File: config.mk
export PLATFORM = sky130hd
export DESIGN_NAME = alu_sequencer
export DESIGN_NICKNAME = d
export VERILOG_FILES = /design/src/rtl/alu_seq_pkg.sv /design/src/rtl/alu_seq_regfile.sv /design/src/rtl/alu_sequencer.sv
export SDC_FILE = /design/constraint.sdc
export NUM_CORES = 1
export LEC_CHECK = 0
export CAP_MARGIN = 10
export CELL_PAD_IN_SITES_DETAIL_PLACEMENT = 0
export CELL_PAD_IN_SITES_GLOBAL_PLACEMENT = 2
export CORE_ASPECT_RATIO = 0.9
export CORE_MARGIN = 5
export CORE_UTILIZATION = 41
export CTS_CLUSTER_DIAMETER = 40
export DETAILED_ROUTE_END_ITERATION = 8
export GPL_TIMING_DRIVEN = 0
export PLACE_DENSITY = 0.86
export SLEW_MARGIN = 10
export SYNTH_ARGS = -nofsm -noshare
export SYNTH_HDL_FRONTEND = slang
export SYNTH_HIERARCHICAL = 1
export SYNTH_SLANG_ARGS = --single-unit
File: constraint.sdc
create_clock -name Clk -period 7.9 [get_ports Clk]
set_input_delay 2.37 -clock Clk [delete_from_list [all_inputs] [get_ports Clk]]
set_output_delay 2.37 -clock Clk [all_outputs]
set_load 0.02 [all_outputs]
File: src/rtl/alu_seq_pkg.sv
// Shared definitions for the ALU sequencer: opcodes, instruction field
// positions, FSM state type and opcode classification helpers.
package alu_seq_pkg;

  localparam int unsigned INSTR_W = 16;
  localparam int unsigned OPC_W   = 4;
  localparam int unsigned REG_W   = 2;
  localparam int unsigned IMM_W   = 8;

  localparam int unsigned OPC_LSB = 12;
  localparam int unsigned RD_LSB  = 10;
  localparam int unsigned RS1_LSB = 8;
  localparam int unsigned RS2_LSB = 6;
  localparam int unsigned IMM_LSB = 0;

  typedef logic [OPC_W-1:0] opcode_t;

  localparam opcode_t OP_HOLD = 4'b0000;
  localparam opcode_t OP_ADD  = 4'b0001;
  localparam opcode_t OP_SUB  = 4'b0010;
  localparam opcode_t OP_AND  = 4'b0101;
  localparam opcode_t OP_OR   = 4'b0110;
  localparam opcode_t OP_NOT  = 4'b0111;
  localparam opcode_t OP_XOR  = 4'b1000;
  localparam opcode_t OP_SHL1 = 4'b1001;
  localparam opcode_t OP_PASS = 4'b1011;
  localparam opcode_t OP_LDI  = 4'b1111;

  // The external ALU is parked on "pass" whenever it is not executing.
  localparam opcode_t ALUSEL_IDLE = OP_PASS;

  typedef enum logic [1:0] {
    ST_IDLE,
    ST_EXEC,
    ST_WB
  } state_t;

  function automatic logic is_alu_op(input opcode_t op);
    case (op)
      OP_ADD, OP_SUB, OP_AND, OP_OR, OP_NOT, OP_XOR, OP_SHL1, OP_PASS: return 1'b1;
      default: return 1'b0;
    endcase
  endfunction

  function automatic logic writes_rd(input opcode_t op);
    return is_alu_op(op) || (op == OP_LDI);
  endfunction

endpackage

File: src/rtl/alu_seq_regfile.sv
// Register file for the ALU sequencer: two operand read ports, one debug
// read port and a single write port, cleared by asynchronous reset.
module alu_seq_regfile
  import alu_seq_pkg::*;
#(
  parameter int unsigned DATA_W = 32,
  parameter int unsigned NREGS  = 4
) (
  input  logic              clk,
  input  logic              rst,
  input  logic              we,
  input  logic [REG_W-1:0]  waddr,
  input  logic [DATA_W-1:0] wdata,
  input  logic [REG_W-1:0]  raddr_a,
  output logic [DATA_W-1:0] rdata_a,
  input  logic [REG_W-1:0]  raddr_b,
  output logic [DATA_W-1:0] rdata_b,
  input  logic [REG_W-1:0]  dbg_addr,
  output logic [DATA_W-1:0] dbg_data
);

  logic [DATA_W-1:0] regs_q [NREGS];
  logic [DATA_W-1:0] regs_d [NREGS];

  always_comb begin
    regs_d = regs_q;
    if (we) begin
      regs_d[waddr] = wdata;
    end
  end

  always_ff @(posedge clk or posedge rst) begin
    if (rst) begin
      regs_q <= '{default: '0};
    end else begin
      regs_q <= regs_d;
    end
  end

  assign rdata_a  = regs_q[raddr_a];
  assign rdata_b  = regs_q[raddr_b];
  assign dbg_data = regs_q[dbg_addr];

endmodule

File: src/rtl/alu_sequencer.sv
// Three-state instruction sequencer driving an external combinational ALU:
// latch instruction, present operands for one cycle, write back, pulse Done.
module alu_sequencer
  import alu_seq_pkg::*;
#(
  parameter int unsigned DATA_W = 32,
  parameter int unsigned NREGS  = 4
) (
  input  logic               Clk,
  input  logic               Reset,
  input  logic               InstrValid,
  output logic               InstrReady,
  input  logic [INSTR_W-1:0] Instr,
  output logic [OPC_W-1:0]   ALUsel,
  output logic [DATA_W-1:0]  OperandA,
  output logic [DATA_W-1:0]  OperandB,
  input  logic [DATA_W-1:0]  ALUResult,
  output logic               Done,
  output logic               IllegalOp,
  input  logic [REG_W-1:0]   DbgAddr,
  output logic [DATA_W-1:0]  DbgData
);

  state_t             state_q, state_d;
  logic [INSTR_W-1:0] instr_q, instr_d;
  logic               ready_q, ready_d;
  logic               done_q, done_d;
  logic               illegal_q, illegal_d;
  opcode_t            alusel_q, alusel_d;

  opcode_t            opc, opc_in;
  logic [REG_W-1:0]   rd, rs1, rs2;
  logic [IMM_W-1:0]   imm;
  logic               rf_we;
  logic [DATA_W-1:0]  rdata_a, rdata_b;
  logic [DATA_W-1:0]  opa, opb;

  assign opc    = instr_q[OPC_LSB +: OPC_W];
  assign rd     = instr_q[RD_LSB  +: REG_W];
  assign rs1    = instr_q[RS1_LSB +: REG_W];
  assign rs2    = instr_q[RS2_LSB +: REG_W];
  assign imm    = instr_q[IMM_LSB +: IMM_W];
  assign opc_in = Instr[OPC_LSB +: OPC_W];

  // The write lands at the end of EXEC, so operands read during EXEC are
  // always the pre-write values even when rd aliases rs1/rs2.
  assign rf_we = (state_q == ST_EXEC) && writes_rd(opc);

  always_comb begin
    state_d   = state_q;
    instr_d   = instr_q;
    ready_d   = ready_q;
    done_d    = 1'b0;
    illegal_d = 1'b0;
    alusel_d  = alusel_q;
    case (state_q)
      ST_IDLE: begin
        if (InstrValid && ready_q) begin
          instr_d  = Instr;
          state_d  = ST_EXEC;
          ready_d  = 1'b0;
          alusel_d = is_alu_op(opc_in) ? opc_in : ALUSEL_IDLE;
        end
      end
      ST_EXEC: begin
        state_d   = ST_WB;
        done_d    = 1'b1;
        illegal_d = !writes_rd(opc);
        alusel_d  = ALUSEL_IDLE;
      end
      ST_WB: begin
        state_d = ST_IDLE;
        ready_d = 1'b1;
      end
      default: begin
        state_d  = ST_IDLE;
        ready_d  = 1'b1;
        alusel_d = ALUSEL_IDLE;
      end
    endcase
  end

  always_ff @(posedge Clk or posedge Reset) begin
    if (Reset) begin
      state_q   <= ST_IDLE;
      instr_q   <= '0;
      ready_q   <= 1'b1;
      done_q    <= 1'b0;
      illegal_q <= 1'b0;
      alusel_q  <= ALUSEL_IDLE;
    end else begin
      state_q   <= state_d;
      instr_q   <= instr_d;
      ready_q   <= ready_d;
      done_q    <= done_d;
      illegal_q <= illegal_d;
      alusel_q  <= alusel_d;
    end
  end

  always_comb begin
    opa = '0;
    opb = '0;
    if (state_q == ST_EXEC) begin
      if (opc == OP_LDI) begin
        opa[IMM_W-1:0] = imm;
      end else if (is_alu_op(opc)) begin
        opa = rdata_a;
        opb = rdata_b;
      end
    end
  end

  alu_seq_regfile #(
    .DATA_W (DATA_W),
    .NREGS  (NREGS)
  ) u_regfile (
    .clk      (Clk),
    .rst      (Reset),
    .we       (rf_we),
    .waddr    (rd),
    .wdata    (ALUResult),
    .raddr_a  (rs1),
    .rdata_a  (rdata_a),
    .raddr_b  (rs2),
    .rdata_b  (rdata_b),
    .dbg_addr (DbgAddr),
    .dbg_data (DbgData)
  );

  assign InstrReady = ready_q;
  assign Done       = done_q;
  assign IllegalOp  = illegal_q;
  assign ALUsel     = alusel_q;
  assign OperandA   = opa;
  assign OperandB   = opb;

endmodule
; ---- Yosys cells after proc, flatten, opt, wreduce, memory -nomap -nowiden
; Memory sizes are Yosys's and may differ from the RTL's.
; Cells that the tools add are included.
[classes]
n_reduce_logical = 10
n_bitwise = 6
n_mux = 33
n_lt_le_gt_ge = 5
eq_ne = 4
[ops]
columns = cell, count
row1 = 32-bit 2-to-1 mux, 12
row2 = 32-bit binary-select mux with 2-bit select, 3
row3 = 128-bit bitwise mux, 1
row4 = 32-bit demux with 2-bit select, 1
row5 = 24-bit 2-to-1 mux, 1
row6 = 3-bit greater-or-equal comparator (second input constant), 4
row7 = 2-bit inverter with 3-bit output, 4
row8 = 1-bit 2-to-1 mux, 8
row9 = 4-bit 2-to-1 mux, 2
row10 = 8-bit 2-to-1 mux, 1
row11 = 4-bit case mux with 2 select lines, 1
row12 = 2-bit AND reduction, 3
row13 = 4-bit == test (second input constant), 1
row14 = 2-bit case mux with 2 select lines, 1
row15 = 1-bit logical AND, 3
row16 = 3-bit by 1-bit < comparator with 1-bit output (second input constant), 1
row17 = 2-bit by 1-bit == test with 1-bit output (second input constant), 1
row18 = 2-bit == test (second input constant), 1
row19 = 2-bit zero test, 1
row20 = 1-bit logical OR, 2
row21 = 2-bit 2-to-1 mux, 1
row22 = 2-bit inequality test (second input constant), 1
row23 = 1-bit inverter, 2
row24 = 1-bit case mux with 2 select lines, 1
row25 = 1-bit zero test, 1
[totals]
out_inout_bits = 103
mem_count = 4
regBits = 153
rom_bits = 64
wordCells = 72
[memory_table]
columns = name, words, word_bits, read_ports, rd_ports_with_merged_regs, write_ports, line
row1 = (no name shown), 16, 1, 1, 0, 0, alu_seq_pkg.sv:39  ; case (op)
row2 = (no name shown), 16, 1, 1, 0, 0, alu_seq_pkg.sv:39
row3 = (no name shown), 16, 1, 1, 0, 0, alu_seq_pkg.sv:39
row4 = (no name shown), 16, 1, 1, 0, 0, alu_seq_pkg.sv:39

; ---- Depth between registers and ports, before layout
[logic_depth]
depth_word = 7
mapped_depth = 11
depth_no_buf = 7

; ---- Hierarchy
; The synthesis kept the hierarchy.
[modules_own_cells]
columns = mod, instances, area_each_um2, seq_area_each_um2, cells_per_inst
row1 = alu_seq_regfile, 1, 7068.0, 3203.1, 393
row2 = alu_sequencer, 1, 1793.0, 630.6, 192

; ---- Worst setup path before layout
; Ideal clock, no wire load.
[synth_timing]
path_kind = input to output
startpoint = input port DbgAddr[1]
endpoint = output port DbgData[13]
setup_slack_ps = 2188
path_buffers = 2
stages = 3
required_time_ps = 5530
t_arrival_ps = 3342
cell_sequence = buf_2 > buf_2 > mux4_2
[synth_via]
elab_chain_cells = 4
[synth_rtl]
columns = element, line
row1 = start: declaration, alu_sequencer.sv:20  ; input logic [REG_W-1:0] DbgAddr,
row2 = 2-bit inverter with 3-bit output (not written as such), alu_seq_regfile.sv:42  ; assign dbg_data = regs_q[dbg_addr];
row3 = 32-bit binary-select mux with 2-bit select, alu_seq_regfile.sv:42
row4 = 32-bit 2-to-1 mux (not written as such) (2 in series), alu_seq_regfile.sv:42
row5 = end: declaration, alu_sequencer.sv:21  ; output logic [DATA_W-1:0] DbgData
; No other way between the ends. The select of a mux whose other input is x is not followed.

; ---- Worst setup path after layout
[layout_timing]
startpoint = input port DbgAddr[1]
endpoint = output port DbgData[15]
; Same word-level chain as after synthesis.

==> flow_summary.ini <==
[route]
ant_nets = 0
via_per_inst = 5.74
drtIter0Drc = 394
wl_per_cell_um = 24.2
route.detailed.drc = 0
first_pass_iters = 5
wirelength_mm = 25.7
vias = 6106

[setup_path]
rr_endpoint = u_regfile/regs_q[35]
worstSetupStartpoint = DbgAddr[1]
cp-end-kind = output port
worstSetupStartpointType = input port
cp-endpoint = DbgData[15]
crit_arrival_ps = 4180
cp_data_required_time_ps = 5530
worstRegToRegCells = 11
regToRegSetupSlack_ps = 4700
crit_fanout = 10
critical_path_class = input port to output port
r2r-start = instr_q[12]

[timing]
min_period_ps = 6550
finalHoldViolCount = 0
fin_tns_setup_ps = 0
fin_skew_ps = 10.6
period_share_pct = 83.0
fmax_ghz = 0.153
slew_headroom_pct = 38.2
timing.final.ws_setup_ps = 1350
maxSlewViolCount = 0
setup_viol_count_final = 0
rsz0062_at_grt = false
tightest_slew_ps = 926
hold_slack_ps = 512

[yosys]
yosysWarnings = 6
syn_area_sq_um = 8860
yosys.area.top_type = dfrtp_1
netlist_instances = 585
ys_ff_latch = 153
syn_nets = 643
yosys-top-cells-area = dfrtp_1, mux4_2, mux2_2
syn_area_per_cell_sq_um = 15.1
ys_types = 36
netlist.area_leader.share_pct = 42.1
synth-seq-area-share_pct = 43.3

[cts]
cts_sinks = 153
cts_resized = 0
cts_root_buf = clkbuf_16
htreeDepth = 4
clkLatencyLatePin_ps = 430
clkTransAtPathRegs_ps = 60
cts_buffer_depth = 2
ctsHoldBuffers = 0
cts_buffers = 17
cts_setup_buffers = 0
cts_tree = built

[cells_and_area]
drive_above_1_share_pct = 41.8
fillCellCount = 1819
ff_latch_area_sq_um = 3830
multi_input_area_sq_um = 4660
area_delta_synth_final_pct = 28.3
layout.nets = 816

[floorplan]
ioPinCount = 156
floorplan.initialDensity_pct = 41.3
die_y_um = 149
core_area_sq_um = 21400
die_area_sq_um = 24700
rows = 51
fp.dieW_um = 165

[power]
ir_drop_mv = 0.179
p_leak_nw = 4.34
power.density_nw_per_um2 = 437
power_mw = 4.97

[global_routing]
grt.total_usage_pct = 21.8
grt_pass1_vias = 6642
grt_pass1_wl_mm = 40.1
grt_start_max_net_pins = 74
antenna_found_initial = 1
grt.overflow.total = 0

[placement]
hpwl_mm = 18.2
routabilityCongestion = 0.841
place_ws_ps = 1330
io_buffers = 153

[min_path]
hp-class = register to register
hp-start = ALUsel[3]
hold_path_depth = 2

[run]
cap_violations = 0

[status]
status = completed
Yosys cell counts, drive strengths merged:
cell type	n
dfrtp	149
mux2	142
mux4	96
nor3b	57
buf	47
nand2	11
nand3	10
inv	9
a31oi	8
nand4	8
clkbuf	7
nor2	6
ha	5
dfstp	4
a21oi	3
nand2b	3
nand3b	3
a22oi	2
and3	2
clkinv	2
mux2i	2
nor3	2
a32oi	1
and2	1
nor2b	1
o211ai	1
o32ai	1
or2	1
or3	1
area by class of cell:
type	instances	area share (%)
clock buffer	21	4.05
clock inverter	11	0.991
buffer	54	2.90
sequential	153	33.7
multi-input combinational	367	41.0
inverter	11	0.407
tap	291	3.20
timing repair buffer	154	13.7
antenna	1	0.0220
sequential cells by signal, summed over array words and instances, names as in the netlist:
name,count
state_q,2
u_regfile/regs_q,128
Done,1
ALUsel,4
instr_q,16
InstrReady,1
IllegalOp,1
worst max-delay path: stages:
cell and delay, ps:
buf_2 180, buf_2 390, buf_4 310, mux4_2 360, clkdlybuf4s50_1 570
worst min-delay path by stage:
stage	endpoint	slack, ps
2_1_floorplan	instr_q[8]	480
3_3_place_gp	ALUsel[3]	490
3_5_place_dp	instr_q[0]	500
4_1_cts	ALUsel[3]	510
5_1_grt	ALUsel[3]	530
6_report	ALUsel[3]	510
report_power, final:
part	switching, mW	internal [mW]	leakage, nW
sequential	0.354	1.18	1.82
clock	0.341	0.455	0.267
combinational	1.15	1.48	2.26
placed cells by master, fill, tap and decap left out, types with 9 or more instances in the layout:
cell type and n:
mux2_2 140, clkbuf_1 9, nor3b_1 56, clkbuf_16 17
buf_2 23, clkdlybuf4s50_1 153, mux4_2 96, nand2_1 11
dfrtp_1 149, nand3_1 10, buf_4 20
metal layers:
metal | vias up | share of wire, % | wire [um] | GRT usage [%]
met5 | - | 0 | 0 | 0
met4 | 0 | 1.4 | 364 | 5.86
met3 | 23 | 5.3 | 1370 | 4.98
met2 | 201 | 51 | 13000 | 35.5
met1 | 3249 | 43 | 11000 | 29.7
li1 | 2633 | - | - | -
through the flow:
stage	util, %	instance area (sq um)	cells
floorplan	-	8860	585
global placement	50.2	10800	1029
detailed placement	50.3	10800	1030
CTS	53.0	11400	1062
global route	53.0	11400	1063
finish	53.0	11400	1063
logic make-up after synthesis:
| family | share of synthesized area [%] |
|---|---|
| buffers and inverters | 4.18 |
| AOI/OAI and AO/OA | 1.27 |
| muxes | 42.7 |
| and+or+nand+nor | 7.91 |
| adders and majority gates | 0.706 |
| DFF | 43.3 |
No activity file was read; power rests on OpenSTA's default activity.
